File: src/rtl/sw3_serial_adder.sv
// Bit-serial adder: one full-adder slice with a registered carry, LSB first, start/busy/done handshake.
// Optional subtract mode (a + ~b + 1) is built when the SW3_SUB_EN macro is defined.
module sw3_serial_adder #(
  parameter int WIDTH = 8
) (
  input  logic             clk,
  input  logic             rst,
  input  logic             start,
  input  logic [WIDTH-1:0] a,
  input  logic [WIDTH-1:0] b,
  input  logic             cin,
`ifdef SW3_SUB_EN
  input  logic             sub,
`endif
  output logic             busy,
  output logic             done,
  output logic [WIDTH-1:0] sum,
  output logic             cout
);

  localparam int CW = (WIDTH > 1) ? $clog2(WIDTH) : 1;
  localparam logic [1:0]    ST_IDLE  = 2'd0;
  localparam logic [1:0]    ST_RUN   = 2'd1;
  localparam logic [1:0]    ST_DONE  = 2'd2;
  localparam logic [CW-1:0] LAST_BIT = CW'(WIDTH - 1);

  logic [1:0]       state_r;
  logic [WIDTH-1:0] a_sh_r;
  logic [WIDTH-1:0] b_sh_r;
  logic [WIDTH-1:0] sum_sh_r;
  logic             carry_r;
  logic [CW-1:0]    cnt_r;
  logic             busy_r;
  logic             done_r;
  logic [WIDTH-1:0] sum_r;
  logic             cout_r;

  logic             s_s;
  logic             c_next_s;
  logic [WIDTH-1:0] b_load_s;
  logic             c_load_s;

  // Full-adder slice on the current LSBs and the carry register.
  always_comb begin
    s_s      = a_sh_r[0] ^ b_sh_r[0] ^ carry_r;
    c_next_s = (a_sh_r[0] & b_sh_r[0]) | (a_sh_r[0] & carry_r) | (b_sh_r[0] & carry_r);
  end

  // Operand preprocessing at accept: subtraction inverts b and presets the carry.
  always_comb begin
    b_load_s = b;
    c_load_s = cin;
`ifdef SW3_SUB_EN
    if (sub) begin
      b_load_s = ~b;
      c_load_s = 1'b1;
    end else begin
      b_load_s = b;
      c_load_s = cin;
    end
`endif
  end

  // Control FSM and datapath; sum/cout are updated only on entry to DONE.
  always_ff @(posedge clk) begin
    if (rst) begin
      state_r  <= ST_IDLE;
      a_sh_r   <= {WIDTH{1'b0}};
      b_sh_r   <= {WIDTH{1'b0}};
      sum_sh_r <= {WIDTH{1'b0}};
      carry_r  <= 1'b0;
      cnt_r    <= {CW{1'b0}};
      busy_r   <= 1'b0;
      done_r   <= 1'b0;
      sum_r    <= {WIDTH{1'b0}};
      cout_r   <= 1'b0;
    end else begin
      case (state_r)
        ST_IDLE, ST_DONE: begin
          done_r <= 1'b0;
          if (start) begin
            a_sh_r   <= a;
            b_sh_r   <= b_load_s;
            sum_sh_r <= {WIDTH{1'b0}};
            carry_r  <= c_load_s;
            cnt_r    <= {CW{1'b0}};
            busy_r   <= 1'b1;
            state_r  <= ST_RUN;
          end else begin
            busy_r  <= 1'b0;
            state_r <= ST_IDLE;
          end
        end
        ST_RUN: begin
          a_sh_r   <= {1'b0, a_sh_r[WIDTH-1:1]};
          b_sh_r   <= {1'b0, b_sh_r[WIDTH-1:1]};
          sum_sh_r <= {s_s, sum_sh_r[WIDTH-1:1]};
          carry_r  <= c_next_s;
          cnt_r    <= cnt_r + CW'(1);
          if (cnt_r == LAST_BIT) begin
            sum_r   <= {s_s, sum_sh_r[WIDTH-1:1]};
            cout_r  <= c_next_s;
            busy_r  <= 1'b0;
            done_r  <= 1'b1;
            state_r <= ST_DONE;
          end else begin
            busy_r  <= 1'b1;
            done_r  <= 1'b0;
            state_r <= ST_RUN;
          end
        end
        default: begin
          busy_r  <= 1'b0;
          done_r  <= 1'b0;
          state_r <= ST_IDLE;
        end
      endcase
    end
  end

  assign busy = busy_r;
  assign done = done_r;
  assign sum  = sum_r;
  assign cout = cout_r;

endmodule

File: config.mk
export PLATFORM = sky130hd
export DESIGN_NAME = sw3_serial_adder
export DESIGN_NICKNAME = d
export VERILOG_FILES = /design/src/rtl/sw3_serial_adder.sv
export SDC_FILE = /design/constraint.sdc
export NUM_CORES = 1
export LEC_CHECK = 0
export BUFFER_PORTS_ARGS = -buffer_cell sky130_fd_sc_hd__buf_2
export CAP_MARGIN = 15
export CORE_MARGIN = 1
export CORE_UTILIZATION = 59
export DETAILED_ROUTE_END_ITERATION = 16
export HOLD_SLACK_MARGIN = 0.1
export PLACE_DENSITY = 0.83
export SLEW_MARGIN = 5
export SYNTH_ARGS = -nofsm -noshare
export SYNTH_HDL_FRONTEND = slang
export SYNTH_SLANG_ARGS = --single-unit
File: constraint.sdc
create_clock -name clk -period 3 [get_ports clk]
set_input_delay 0.45 -clock clk [delete_from_list [all_inputs] [get_ports clk]]
set_output_delay 0.45 -clock clk [all_outputs]
set_load 0.005 [all_outputs]
Yosys cells after proc, flatten, opt, wreduce, memory -nomap -nowiden
Index checks and enable logic that the tools add are counted.

storage, ports and cells
  flip-flop bits (word level) = 41
  input port bits = 20
  output and inout bits = 11

cells by class
  add/sub/neg operators = 1
  equal/unequal tests = 4
  multiplexer cells = 17
  bitwise gates (word level) = 8
  reductions and logical operators = 6

operators with widths
  cell                   count
  $pmux W8 S2            3
  $mux W8                3
  $pmux W3 S2            1
  $mux W1                5
  $pmux W1 S2            2
  $pmux W2 S2            1
  $reduce_and A2 Y1      2
  $reduce_or A2 Y1       2
  $add A3 B1 Y3 const B  1
  $and A1 B1 Y1          3
  $eq A3 B3 Y1 const B   1
  $mux W3                1
  $eq A2 B1 Y1 const B   1
  $eq A2 B2 Y1 const B   1
  $logic_not A2 Y1       1
  $mux W2                1
  $ne A2 B2 Y1 const B   1
  $or A1 B1 Y1           2
  $reduce_bool A2 Y1     1
  $xor A1 B1 Y1          2
  $not A1 Y1             1

Longest topological paths before layout
  depth after elaboration = 4
  gate-level depth with buffers = 6
  mapped depth without buffers = 5

Worst setup path after synthesis
Ideal clock, no wire load.

  path type = register to register
  start point = register cnt_r[0]
  end point = register sum_r[1], in the netlist sum[1]
  setup time = 71 ps
  arrival time = 1242 ps
  data required time = 2929 ps
  path slack = 1686 ps
  stages on the path, launching flop included = 7
  path buffers = 1
  cells stage by stage = dfxtp_1 -> ha_1 -> ha_1 -> nand3b_1 -> clkbuf_1 -> nand2_1 -> a21oi_2

on the way
  longest elaborated chain between the ends = 2

ends and longest elaborated chain
  what                                line  RTL
  start: declaration                  32    logic [CW-1:0] cnt_r;
  start signal: assignment            72    cnt_r <= {CW{1'b0}};
  start signal: assignment            86    cnt_r <= {CW{1'b0}};
  start signal: assignment            99    cnt_r <= cnt_r + CW'(1);
  $eq A3 B3 Y1                        100   if (cnt_r == LAST_BIT) begin
  $reduce_and A2 Y1 (no source line)  n/a
  end signal: assignment              75    sum_r <= {WIDTH{1'b0}};
  end signal: assignment              101   sum_r <= {s_s, sum_sh_r[WIDTH-1:1]};
  end: declaration                    35    logic [WIDTH-1:0] sum_r;

No other way between the ends.
A chain may end at the register's enable or synchronous reset.

Final worst setup path
  start point = register cnt_r[0]
  end point = register cout_r, in the netlist cout

on the way
  longest elaborated chain between the ends = 2

ends and longest elaborated chain
  what                                line  RTL
  $eq A3 B3 Y1                        100
  $reduce_and A2 Y1 (no source line)  n/a
  end signal: assignment              102   cout_r <= c_next_s;
  end: declaration                    36    logic cout_r;

No other way between the ends.

==> reports/results.tsv <==
metric	value	unit
prevailing post-synth register cell	dfxtp_1	
first-pass GRT wire length	6020	µm
min-delay worst type	input pin to flop	
Comb power frac	0.150	
P_sw	297	µW
vias per inst	5.51	
LEAKAGE	0.727	nW
CTS buffer count	5	
#FFs+latches synth	39	
xor and xnor fraction of the mapped netlist area	0	
Root Driver	clkbuf_4	
Syn Nets	201	
Post-Synthesis Cells	178	
slew margin rel.	0.345	
Die Wd	58.4	µm
Non-Filler Instances	244	
hold-fix buffers at CTS	0	
initial antenna violation count	0	
highest routed layer	met4	
Routed WL	3590	µm
core area	3030	µm²
drt pass-1 iters	4	
CTS tree	yes	
Remaining Overflow, GRT	0	
Worst-path clk slew	120	ps
WP data arrival	2110	ps
layout net count	222	
worst slack at placement	1100	ps
crit path max fanout	11	
RSZ-0062 raised after global routing	false	
peak per-stage delay on the critical path	510	ps
Final Util	0.662	
Setup crit start kind	flop	
clk_skew	5.48	ps
vias in the first global route	1363	
Compound-Gate Fraction of Synth Area	0.164	
status	complete, no violations	
1st-iter DRT viols	59	
Yosys cell types	27	
IR drop worst, VDD	0.000319	V
Mean Syn Cell Area	10.5	µm²
register area share after synthesis	0.416	
Post-synth EDFFs	0	
cells along the critical path	ha_1 > ha_1 > nand3b_1 > nand2_1 > a21oi_2	
Total Power	1.08	mW
fmax	0.527	GHz
Flop pwr share	0.523	
DR WL met3	136	µm
post-route antenna net violation count	0	
Core Rows	20	
final setup TNS	0	ps
switch share	0.274	
Synth warnings	0	
largest net degree at the start of global routing	40	
I/O Buffers	30	
Max H-tree Level	2	
Final setup viols	0	
final number of hold-violating endpoints	0	
drt wl/cell	14.7	µm
met2 wire len	1820	µm
routability congestion estimate	0.710	
die footprint	3410	µm²
Setup CP Type	flop to flop	
Post-Synth Simple-Gate Area	0.303	
share of power burned in the clock network	0.328	
placed inst area	1920	µm²
Synth Cell Area	1880	µm²
PostCTS Resize Cnt	0	
post-route setup slack	1100	ps
critical path's slowest cell	ha_1	
worst-skew pair later-pin latency	350	ps
mux share of post-synthesis cell area	0	
asr flop ratio synth	0	
Placed Cells	236	
Slew Limit Fails	0	
wl on met1	1590	µm
required time of the critical path	3210	ps
Crit path top cell by count	ha_1	
GRT Overall Usage	0.238	
Synth Area in Adders	0.0240	
Die Y	58.4	µm
layout cell share with drive strength beyond 1	0.495	
fin crit share	0.633	
Area growth syn-to-layout	6.94	%
vias	1345	
Pint	786	µW
post-route minimum period	1900	ps
Initial Utilization	0.619	
main combinational cell family by area after synthesis	simple AND/OR/NAND/NOR gates	
Worst setup EP type	flop	
hold_ws	339	ps
Post-CTS Setup Bufs	0	
Power Dens Cells	540	nW/µm²
Worst-Margin Slew	978	ps
Sink Count	39	
Residual DRC	0	
maxcap violations	0	
dpl hpwl	2380	µm
# IOs	31	
CTS Buffer Depth	2	
design area	2010	µm²
ANT cells	0	
[flip-flops by register name (all words and copies together) (netlist names)]
register and count:
carry_r 1, a_sh_r 8, b_sh_r 8, cout 1, done 1, sum 8, cnt_r 3, sum_sh_r 7
state_r 2
[cell families (layout without fill, tap and decap cells)]
family | Yosys count | after routing
simple gates | 81 | 81
flops | 39 | 39
fa+ha+maj | 3 | 3
buf+inv | 18 | 40
compound gates | 37 | 37
[placed cells by master (no fill, tap or decap), drive strengths merged]
cell and n:
nand3 21, ha 2, o21a 1, fa 1
a21oi 21, dfxtp 39, o22ai 14, nand2 22
nor2 4, a311oi 1, nor3 28, clkbuf 5
nor2b 1, nand2b 3, bufinv 1, buf 32
and2b 1, nand3b 1, clkinv 2
[cell usage after synthesis (2+ instances only)]
master    instances  area share
dfxtp_1          39        0.42
nor3_2           24        0.13
nand2_1          21       0.042
a21oi_2          13       0.061
nand3_2          11       0.059
nand3_1          10       0.027
a21oi_1           8       0.021
o22ai_1           7       0.023
o22ai_2           7       0.047
buf_2             4       0.011
buf_4             4       0.016
nor2_1            4      0.0080
nor3_1            4       0.011
buf_12            3       0.032
clkbuf_1          3      0.0060
buf_6             2       0.012
buf_8             2       0.016
ha_1              2       0.013
nand2b_1          2      0.0067
[critical path: cells and delay by family, from the launching register on]
kind            cells  cell delay (ps)
fa+ha+maj           2              670
simple gates        2              650
flops               1              370
compound gates      1               70
[metal layers]
metal	track usage	vias up
met5	0	-
met4	0.0918	0
met3	0.0681	4
met2	0.409	25
met1	0.282	649
li1	-	667
[power groups by stage]
stage               combinational (mW)  clock, mW  sequential, mW
finish                           0.162      0.355           0.566
global route                     0.180      0.381           0.569
CTS                              0.164      0.363           0.567
detailed placement               0.162          0           0.578
global placement                 0.154          0           0.576
floorplan                        0.153          0           0.573
[area by class of cell]
| class | count | area (µm²) |
|---|---|---|
| fill | 256 | 1020 |
| multi-input combinational | 121 | 923 |
| sequential | 39 | 781 |
| timing repair buffer | 32 | 165 |
| tap | 44 | 55.1 |
| clock inverter | 3 | 43.8 |
| clock buffer | 5 | 37.5 |
[final timing paths]
path              startpoint   endpoint  slack [ps]  depth (start not counted)
setup reg to reg    cnt_r[0]       cout        1100                          5
setup / recovery    cnt_r[0]       cout        1100                          5
hold reg to reg       sum[5]     sum[5]         480                          2
hold / removal          a[7]  a_sh_r[7]         340                          3
(Power assumes the default switching activity.)
